`config.mk`:
```
export PLATFORM = sky130hd
export DESIGN_NAME = fetch_queue
export DESIGN_NICKNAME = d
export VERILOG_FILES = /design/src/rtl/fetch_queue.sv
export SDC_FILE = /design/constraint.sdc
export NUM_CORES = 1
export LEC_CHECK = 0
export BUFFER_PORTS_ARGS = -buffer_cell sky130_fd_sc_hd__buf_2
export CAP_MARGIN = 15
export CORE_ASPECT_RATIO = 0.5
export CORE_MARGIN = 4
export CORE_UTILIZATION = 54
export CTS_BUF_LIST = sky130_fd_sc_hd__clkbuf_2 sky130_fd_sc_hd__clkbuf_4 sky130_fd_sc_hd__clkbuf_8
export DETAILED_ROUTE_END_ITERATION = 10
export GPL_TIMING_DRIVEN = 0
export PLACE_DENSITY = 0.76
export SETUP_SLACK_MARGIN = 0.1
export SYNTH_ARGS = -nofsm -noshare
export SYNTH_HDL_FRONTEND = slang
export SYNTH_SLANG_ARGS = --single-unit
```
`constraint.sdc`:
```
create_clock -name clk -period 2.2 [get_ports clk]
set_input_delay 0 -clock clk [delete_from_list [all_inputs] [get_ports clk]]
set_output_delay 0 -clock clk [all_outputs]
set_load 0.02 [all_outputs]
```
`src/rtl/fetch_queue.sv`:
```
// Instruction fetch queue: drives sync imem, buffers {instr,pc}, hands head downstream; perf counters under FETCH_PERF_CNT_EN.
// Latency: read issued in cycle N is visible at out_* in cycle N+2 (FIFO empty); 1 instr/cycle sustained.
// Backpressure: out_valid/out_ready; reads are only issued while a FIFO slot is guaranteed (credit on count+inflight).
module fetch_queue #(
    parameter int         DEPTH    = 4,
    parameter logic [7:0] RESET_PC = 8'h00
) (
    input  logic       clk,
    input  logic       rst_n,
    input  logic       fetch_en,
    output logic       imem_rd_en,
    output logic [7:0] imem_addr,
    input  logic [7:0] imem_data,
    input  logic       redirect_en,
    input  logic [7:0] redirect_pc,
    output logic       out_valid,
    input  logic       out_ready,
    output logic [7:0] out_instr,
    output logic [7:0] out_pc,
    output logic [3:0] occupancy
`ifdef FETCH_PERF_CNT_EN
    ,
    output logic [15:0] perf_delivered,
    output logic [15:0] perf_flushed
`endif
);

    localparam int PW = (DEPTH > 2) ? $clog2(DEPTH) : 1;

    typedef logic [PW-1:0] ptr_t;

    typedef struct packed {
        logic [7:0] instr;
        logic [7:0] pc;
    } entry_t;

    entry_t     fifo_q [DEPTH];
    ptr_t       wr_ptr;
    ptr_t       rd_ptr;
    logic [3:0] count;
    logic       inflight;
    logic [7:0] fetch_pc;
    logic [7:0] pc_inflight;
    logic [4:0] used;
    logic       push;
    logic       pop;

    function automatic ptr_t ptr_inc(input ptr_t p);
        return (p == ptr_t'(DEPTH - 1)) ? '0 : p + ptr_t'(1);
    endfunction

    // Slots already committed: stored entries plus the read whose data is still on the bus.
    assign used       = {1'b0, count} + {4'b0, inflight};
    assign imem_rd_en = rst_n & fetch_en & ~redirect_en & (used < 5'(DEPTH));
    assign imem_addr  = fetch_pc;

    // A response arriving on the redirect edge belongs to the old stream and is dropped.
    assign push      = inflight & ~redirect_en;
    assign out_valid = (count != 4'd0);
    assign pop       = out_valid & out_ready;
    assign out_instr = fifo_q[rd_ptr].instr;
    assign out_pc    = fifo_q[rd_ptr].pc;
    assign occupancy = count;

    always_ff @(posedge clk or negedge rst_n) begin
        if (!rst_n) begin
            fetch_pc    <= RESET_PC;
            pc_inflight <= 8'h00;
            inflight    <= 1'b0;
            count       <= 4'd0;
            wr_ptr      <= '0;
            rd_ptr      <= '0;
            for (int i = 0; i < DEPTH; i++) begin
                fifo_q[i] <= '0;
            end
        end else if (redirect_en) begin
            fetch_pc <= redirect_pc;
            inflight <= 1'b0;
            count    <= 4'd0;
            wr_ptr   <= '0;
            rd_ptr   <= '0;
        end else begin
            inflight <= imem_rd_en;
            if (imem_rd_en) begin
                fetch_pc    <= fetch_pc + 8'd1;
                pc_inflight <= fetch_pc;
            end
            if (push) begin
                fifo_q[wr_ptr] <= '{instr: imem_data, pc: pc_inflight};
                wr_ptr         <= ptr_inc(wr_ptr);
            end
            if (pop) begin
                rd_ptr <= ptr_inc(rd_ptr);
            end
            case ({push, pop})
                2'b10:   count <= count + 4'd1;
                2'b01:   count <= count - 4'd1;
                default: count <= count;
            endcase
        end
    end

`ifdef FETCH_PERF_CNT_EN
    logic [16:0] flush_sum;

    assign flush_sum = {1'b0, perf_flushed} + 17'(used);

    always_ff @(posedge clk or negedge rst_n) begin
        if (!rst_n) begin
            perf_delivered <= 16'h0000;
            perf_flushed   <= 16'h0000;
        end else begin
            if (pop && perf_delivered != 16'hFFFF) begin
                perf_delivered <= perf_delivered + 16'd1;
            end
            if (redirect_en) begin
                perf_flushed <= flush_sum[16] ? 16'hFFFF : flush_sum[15:0];
            end
        end
    end
`endif

endmodule
```
Word level (Yosys, flattened, before mapping)
Cells that the tools add are included.
{ "word_totals": {"ff_bits": 89, "inputBits": 21, "wordCells": 61} }
{ "op_classes": {"n_addsub": 6, "magnitude_cmp": 4, "n_eq_ne": 4, "n_mux": 17, "bitwise": 8, "reduce_logical": 8} }
{ "op_table": {"columns": ["op", "count"], "rows": [
  ["64-bit bitwise mux", 1],
  ["16-bit 2-to-1 mux", 3],
  ["16-bit binary-select mux with 2-bit select", 1],
  ["16-bit demux with 2-bit select", 1],
  ["8-bit 2-to-1 mux", 2],
  ["2-bit 2-to-1 mux", 6],
  ["8-bit by 1-bit adder with 8-bit output (second input constant)", 1],
  ["4-bit case mux with 2 select lines", 1],
  ["2-bit equality test (second input constant)", 3],
  ["3-bit >= comparator (second input constant)", 2],
  ["2-bit inverter with 3-bit output", 2],
  ["2-bit nonzero test", 3],
  ["4-bit by 1-bit adder with 5-bit output", 1],
  ["1-bit bitwise AND", 5],
  ["5-bit by 3-bit less-than comparator with 1-bit output (second input constant)", 1],
  ["2-bit by 1-bit adder with 2-bit output (second input constant)", 2],
  ["4-bit by 1-bit adder with 4-bit output (second input constant)", 1],
  ["4-bit 2-to-1 mux", 1],
  ["2-bit AND reduction", 2],
  ["4-bit nonzero test", 1],
  ["4-bit by 1-bit subtractor with 4-bit output (second input constant)", 1],
  ["3-bit by 1-bit less-than comparator with 1-bit output (second input constant)", 1],
  ["3-bit nonzero test", 1],
  ["2-bit by 1-bit equality test with 1-bit output (second input constant)", 1],
  ["3 further kinds", 3]
]} }

Logic depth before layout (Yosys ltp)
Gate-level depths: netlist of run 1.
{ "logic_depth": {"word_depth": 6, "depth_mapped": 9} }

Worst setup path after synthesis of run 1
Ideal clock, no wire load.
{ "synth_path": {"kind": "reg2reg", "startpoint": "register count[1], in the netlist occupancy[1]", "endpoint": "register count[2], in the netlist occupancy[2]", "setup_ns": 0.077, "arrival_time_ns": 2.262, "t_required_ns": 2.123, "path_slack_ns": -0.139, "path_stages_with_launch": 9, "n_path_buf": 1, "synth_period_minus_slack_ns": 2.339, "path_cell_list": "dfrtp_1 > buf_6 > o41ai_4 > nor2_1 > xor2_1 > ha_1 > or4_1 > a21o_1 > a21oi_1"} }
{ "synth_between": {"elab_chain_len": 5, "elab_cells_between_ends": 9, "cone_classes": "add/sub: 2; eq/ne: 2; mux: 2; bitwise: 1; reduce/logical: 2"} }
{ "synth_lines": {"columns": ["element", "line_no", "text"], "rows": [
  ["start: declaration", "40", "logic [3:0] count;"],
  ["start signal: assignment", "96", "2'b10: count <= count + 4'd1;"],
  ["start signal: assignment", "97", "2'b01: count <= count - 4'd1;"],
  ["start signal: assignment", "98", "default: count <= count;"],
  ["4-bit nonzero test", "59", "assign out_valid = (count != 4'd0);"],
  ["1-bit bitwise AND", "60", "assign pop = out_valid & out_ready;"],
  ["2-bit by 1-bit equality test with 1-bit output or 2-bit equality test (tied branches)", "95", "case ({push, pop})"],
  ["4-bit case mux with 2 select lines", "95", null],
  ["4-bit 2-to-1 mux", "76", "end else if (redirect_en) begin"]
]} }
Several ways; a longest one is shown, not always the timed one.
A chain may end at the register's enable or synchronous reset.

Worst setup path after layout of run 1
{ "layout_path": {"startpoint": "register count[0], in the netlist occupancy[0]", "endpoint": "register count[2], in the netlist occupancy[2]"} }
The elaborated chain is that of the path after synthesis.

==> out/results.ini, run 1 <==
[synthesis]
yosys.area.top_type=dfrtp_1
synth_ff_type=dfrtp_1
syn_area_sq_um=4080
ys_types=34
synth_edf_count=0
synth_most_common_cell=dfrtp_1
yosysWarnings=0
synth_commonest_cells=dfrtp_1 (89), mux2_2 (74), mux4_2 (16)
avgSynthCellArea_sq_um=14.8
postSynth.asyncResetShare=1.00
syn_nets=302
ys_ff_latch=89
ys_seq_area_frac=0.546
postSynthCellCount=275
yosys-top-cells-area=dfrtp_1 (55%), mux2_2 (20%), mux4_2 (8.8%)
yosys.area.top_type_share=0.546

[floorplanning]
die-width_microns=131
die_area_sq_um=9100
ioPinCount=51
core_area_sq_um=7350
die_h_microns=69.5
fp-row-count=22
initial_utilization=0.555

[cells_and_area]
n_antenna_cell=0
drive_above_1_share=0.515
finalNetCount=390
fin_cells=463
design_area_sq_um=4910
area_growth_pct=20.3

[power_and_ir_drop]
seqPwrFrac=0.439
power_density_nw_per_um2=1060
combPwrFrac=0.373
p_clk_frac=0.188
p_int_w=0.00342
sw_frac_of_total=0.343
switching_power_w=0.00179
power.leakage_nw=2.38
vdd_drop_max_mv=0.517

[timing]
whs_ps=-487
timing_hold_violations_final=89
drv_slew=0
fin_crit_sh=0.964
fin_setup_tns_ps=0
worst_pin_slew_ps=402
post-route-min-period_ps=2120
setup_viol=0
clock_skew_ps=6.72
timing.fmax_ghz=0.472
slew_headroom=0.732
rsz0062_at_grt=yes
fin_ws_ps=79.4

[clock_tree]
cts.sinks=89
holdBufCountCts=17
numCtsBuffers=9
cts_tree=done
worst_skew_pair.late_latency_ps=360
h-tree-depth=3
clk_path_buf_depth=2
root_buffer=clkbuf_8
clk_pin_slew_ps=80

[grt]
grt.overflow.total=0
grtUsageMet2=0.313
grt_use_met3=0.0562
grt_pass1_vias=2683
gr-max-usage-layer=met2
grt_start_max_net_pins=72
antenna_found_initial=0
use_met1=0.258
grt_pass1_wl_mm=13.4
grt_usage=0.195

[route]
route.detailed.drc=0
vias=2540
final_antenna_net_count=0
vias_per_cell=5.49
dr.pass1.iters=4
drt_iter0_drc=87
drt_wl_total_mm=8.13
wl_per_cell_microns=17.6

[placed_design]
placed_cell_area_sq_um=4480
dpl.hpwl_mm=5.55
dp_cells=421
gp_congestion=0.864
post-place-ws_ps=-141
io_buffers=49

[outcome]
status=finished with violations
violations=negative hold slack

[critical_path]
cp.required_ps=2480
crit_type=register to register
cp_max_fo=5
cp-start-kind=register
cp.arrival_ps=2400
cp-end-kind=register

[run]
cap_viol_max_count=0

[min_path]
hold_path_class=input port to async pin

## area by class of cell
class | instances | area [sq um]
Inverter | 3 | 11.3
Clock inverter | 4 | 20.0
Tap cell | 96 | 120
Clock buffer | 11 | 145
Fill cell | 548 | 2440
Sequential cell | 89 | 2230
Timing Repair Buffer | 78 | 528
Buffer | 14 | 104
Multi-Input combinational cell | 168 | 1750
## cells in the final DEF (no fill, tap or decap), types with 2 or more instances in the layout
| cell | count |
|---|---|
| clkinv_2 | 4 |
| nand3_1 | 5 |
| xnor2_1 | 4 |
| ha_1 | 5 |
| xor2_1 | 7 |
| inv_1 | 3 |
| nor2_1 | 7 |
| dfrtp_1 | 86 |
| nand4_1 | 4 |
| mux4_2 | 16 |
| buf_6 | 3 |
| a21oi_1 | 3 |
| clkbuf_8 | 11 |
| mux2_2 | 74 |
| o21ai_0 | 7 |
| mux2i_1 | 3 |
| nand2_1 | 11 |
| buf_2 | 53 |
| dfrtp_2 | 3 |
| buf_4 | 14 |
| clkbuf_4 | 2 |
| and3_1 | 3 |
| and2_1 | 2 |
| dlygate4sd3_1 | 17 |
| or4_1 | 2 |
## layer usage
metal / vias up / wire [microns]
li1: 1183 / -
met1: 1287 / 3670
met2: 57 / 4050
met3: 13 / 323
met4: 0 / 90
met5: - / 0
## state kept, by name, summed over array words and instances (netlist names)
name,cells
wr_ptr,2
rd_ptr,2
inflight,1
imem_addr,8
occupancy,4
pc_inflight,8
fifo_q,64
## what timing repair did
| item | in CTS | in global routing |
|---|---|---|
| hold endpoints to repair | 138 | 89 |
| pin swaps | 1 | 3 |
| buffers inserted | 1 | 10 |
| gates resized for setup | 3 | 5 |
| setup endpoints to repair | 10 | 11 |
## path summary, 6_finish.rpt
kind                              start      endpoint  slack (ps)  cells after the start
min in group clk              out_ready     rd_ptr[1]         140                      4
max in group asynchronous         rst_n  occupancy[0]        2050                      2
max reg2reg                occupancy[0]  occupancy[2]          80                      7
max                        occupancy[0]  occupancy[2]          80                      7
min reg2reg                   fifo_q[0]     fifo_q[0]         510                      1
min                               rst_n    fifo_q[59]        -490                      1
## power by group through the flow
stage / clock [W] / sequential [W] / combinational (W)
2_1_floorplan: 0 / 0.00225 / 0.00132
3_3_place_gp: 0 / 0.00226 / 0.00179
3_5_place_dp: 0 / 0.00231 / 0.00185
4_1_cts: 0.00100 / 0.00228 / 0.00191
5_1_grt: 0.00107 / 0.00234 / 0.00211
6_report: 0.000978 / 0.00228 / 0.00194
## through the flow
stage          power (W)  utilization
6_report         0.00520        0.668
5_1_grt          0.00552        0.668
4_1_cts          0.00519        0.657
3_5_place_dp     0.00416        0.610
3_3_place_gp     0.00405        0.606
2_1_floorplan    0.00357            -
## worst max-delay path: stages, from the launching register on
cell and delay, ps:
dfrtp_2 450, o41ai_4 360, nor2_1 100, xor2_1 160
ha_2 180, or4_4 480, a21o_1 170, a21oi_1 140
## kinds of logic (layout without fill, tap and decap cells)
kind of cell | Yosys count | after routing | share of synthesized area
adders and majority gates | 6 | 6 | 0.0184
buffers and inverters | 18 | 110 | 0.0270
DFF | 89 | 89 | 0.546
and+or+nand+nor | 44 | 44 | 0.0588
AOI/OAI and AO/OA | 13 | 13 | 0.0230
xor gates and xnor gates | 12 | 12 | 0.0276
muxes | 93 | 93 | 0.300
Power figures use the tool's default switching activity.
==> run 2: changes to the inputs <==
CORE_UTILIZATION = 52   (was 54)
CTS_BUF_LIST = sky130_fd_sc_hd__clkbuf_4 sky130_fd_sc_hd__clkbuf_8 sky130_fd_sc_hd__clkbuf_16   (was sky130_fd_sc_hd__clkbuf_2 sky130_fd_sc_hd__clkbuf_4 sky130_fd_sc_hd__clkbuf_8)
PLACE_DENSITY = 0.74   (was 0.76)
==> out/results.ini, run 2 (synthesized netlist as in run 1, its figures left out) <==
[clock_tree]
clk_path_buf_depth=2  ; unchanged
worst_skew_pair.late_latency_ps=340  ; -20 ps
cts.sinks=89  ; unchanged
numCtsBuffers=9  ; unchanged
root_buffer=clkbuf_16
h-tree-depth=3  ; unchanged
cts_tree=done
clk_pin_slew_ps=60  ; -20 ps

[timing]
slew_headroom=0.750  ; +0.0183
post-route-min-period_ps=2120  ; -1.33 ps
rsz0062_at_grt=yes
timing_hold_violations_final=0  ; -100%
worst_pin_slew_ps=374  ; -27.4 ps
clock_skew_ps=4.32  ; -2.40 ps
timing.fmax_ghz=0.472  ; about the same
fin_crit_sh=0.963  ; about the same
fin_ws_ps=80.7  ; +1.33 ps
whs_ps=163  ; +650 ps
drv_slew=0  ; unchanged
setup_viol=0  ; unchanged

[min_path]
hold_depth=4
min_from=out_ready
whs_endpoint=occupancy[3]
hold_path_class=input port to register

[critical_path]
cp_max_fo=4  ; -1
reg2reg_setup_slack_ps=80  ; about the same
timing.rr.end=occupancy[2]
cp-start-kind=register
r2r_cells=7  ; unchanged
crit_type=register to register
timing.rr.start=occupancy[3]
cp.arrival_ps=2380  ; -20 ps
cp-end-kind=register
cp.required_ps=2460  ; -20 ps

[placed_design]
post-place-ws_ps=-177  ; -36.0 ps
io_buffers=49  ; unchanged
gp_congestion=0.882  ; +2.1%
dpl.hpwl_mm=5.65  ; +1.8%

[grt]
grt_start_max_net_pins=48  ; -33%
antenna_found_initial=0  ; unchanged
grt_pass1_wl_mm=14.3  ; +6.7%
grt_usage=0.197  ; +0.00209
grt_pass1_vias=2768  ; +3.2%
grt.overflow.total=0  ; unchanged

[cells_and_area]
mostFrequentLayoutCell=dfrtp_1
largest_reg_flops=64  ; unchanged
finalNetCount=387  ; -0.77%
final_cell_mix=dfrtp_1 (86), mux2_2 (74), buf_2 (55)
drive_above_1_share=0.512  ; -0.00266
n_fill_cell=565  ; +3.1%
postLayoutCoreUtil=0.674  ; +0.00610
multi_input_area_sq_um=1760  ; +0.21%
top_register=fifo_q
register_area_sq_um=2230  ; unchanged
area_growth_pct=23.7
n_antenna_cell=0  ; unchanged

[route]
vias_per_cell=5.43  ; -1.0%
drt_wl_total_mm=8.56  ; +5.3%
dr.pass1.iters=4  ; unchanged
vias=2568  ; +1.1%
route.detailed.drc=0  ; unchanged
final_antenna_net_count=0  ; unchanged
wl_per_cell_microns=18.1  ; +3.0%
drt_iter0_drc=139  ; +60%

[run]
cap_viol_max_count=0  ; unchanged

[floorplanning]
die_area_sq_um=9420  ; +3.5%
ioPinCount=51  ; unchanged
die-width_microns=133  ; +1.8%
core_area_sq_um=7490  ; +1.9%
die_h_microns=70.7  ; +1.7%
fp-row-count=22  ; unchanged
initial_utilization=0.545  ; -0.0102

[power_and_ir_drop]
vdd_drop_max_mv=0.728  ; +41%
power_density_nw_per_um2=1140  ; +7.9%
power.leakage_nw=2.42  ; +1.9%

[outcome]
status=finished, final reports clean

==> run 2: worst max-delay path by stage <==
stage	endpoint	cells after the start	from
global route	occupancy[2]	7	occupancy[3]
detailed placement	occupancy[2]	7	occupancy[0]
floorplan	occupancy[2]	7	occupancy[3]
finish	occupancy[2]	7	occupancy[3]
CTS	occupancy[2]	8	occupancy[1]
global placement	pc_inflight[0]	6	rst_n
==> run 2: power by group <==
group          internal, W  switching, W
Clock             0.000945      0.000587
Sequential         0.00199      0.000283
Combinational     0.000986      0.000978
Total              0.00392       0.00185
==> run 2: timing repair <==
action                                 CTS  global route
hold buffers                            19             0
setup buffers                            1             5
resized for setup                        4             4
endpoints found under the hold margin   83             0
setup endpoints to repair               10            10
pin swaps                                2             6
==> run 2: final cells by class <==
type	count	share of cell area
timing repair buffer	75	0.102
multi-input combinational	168	0.348
buffer	14	0.0201
tap	108	0.0268
sequential	89	0.442
clock buffer	13	0.0518
inverter	3	0.00223
clock inverter	3	0.00793
==> run 2: per-stage QoR <==
step / TNS [ps] / total power (W) / cells / area, sq um
2_1_floorplan: -28.4 / 0.00357 / 275 / 4090
3_3_place_gp: -10280 / 0.00406 / 432 / 4470
3_5_place_dp: -177 / 0.00418 / 433 / 4490
4_1_cts: 0 / 0.00578 / 469 / 5010
5_1_grt: 0 / 0.00608 / 473 / 5050
6_report: 0 / 0.00577 / 473 / 5050
==> run 2: routing by layer <==
| metal | routed length (microns) | track usage |
|---|---|---|
| met3 | 309 | 0.0611 |
| met1 | 3700 | 0.249 |
| met2 | 4460 | 0.335 |
| met4 | 86 | 0.0559 |
| met5 | 0 | 0 |
==> run 2: worst max-delay path: stages (launching register included) <==
cell	delay (ps)
dfrtp_2	440
o41ai_4	370
nor2_1	100
xor2_1	150
ha_2	190
or4_4	420
a21o_1	210
a21oi_2	150
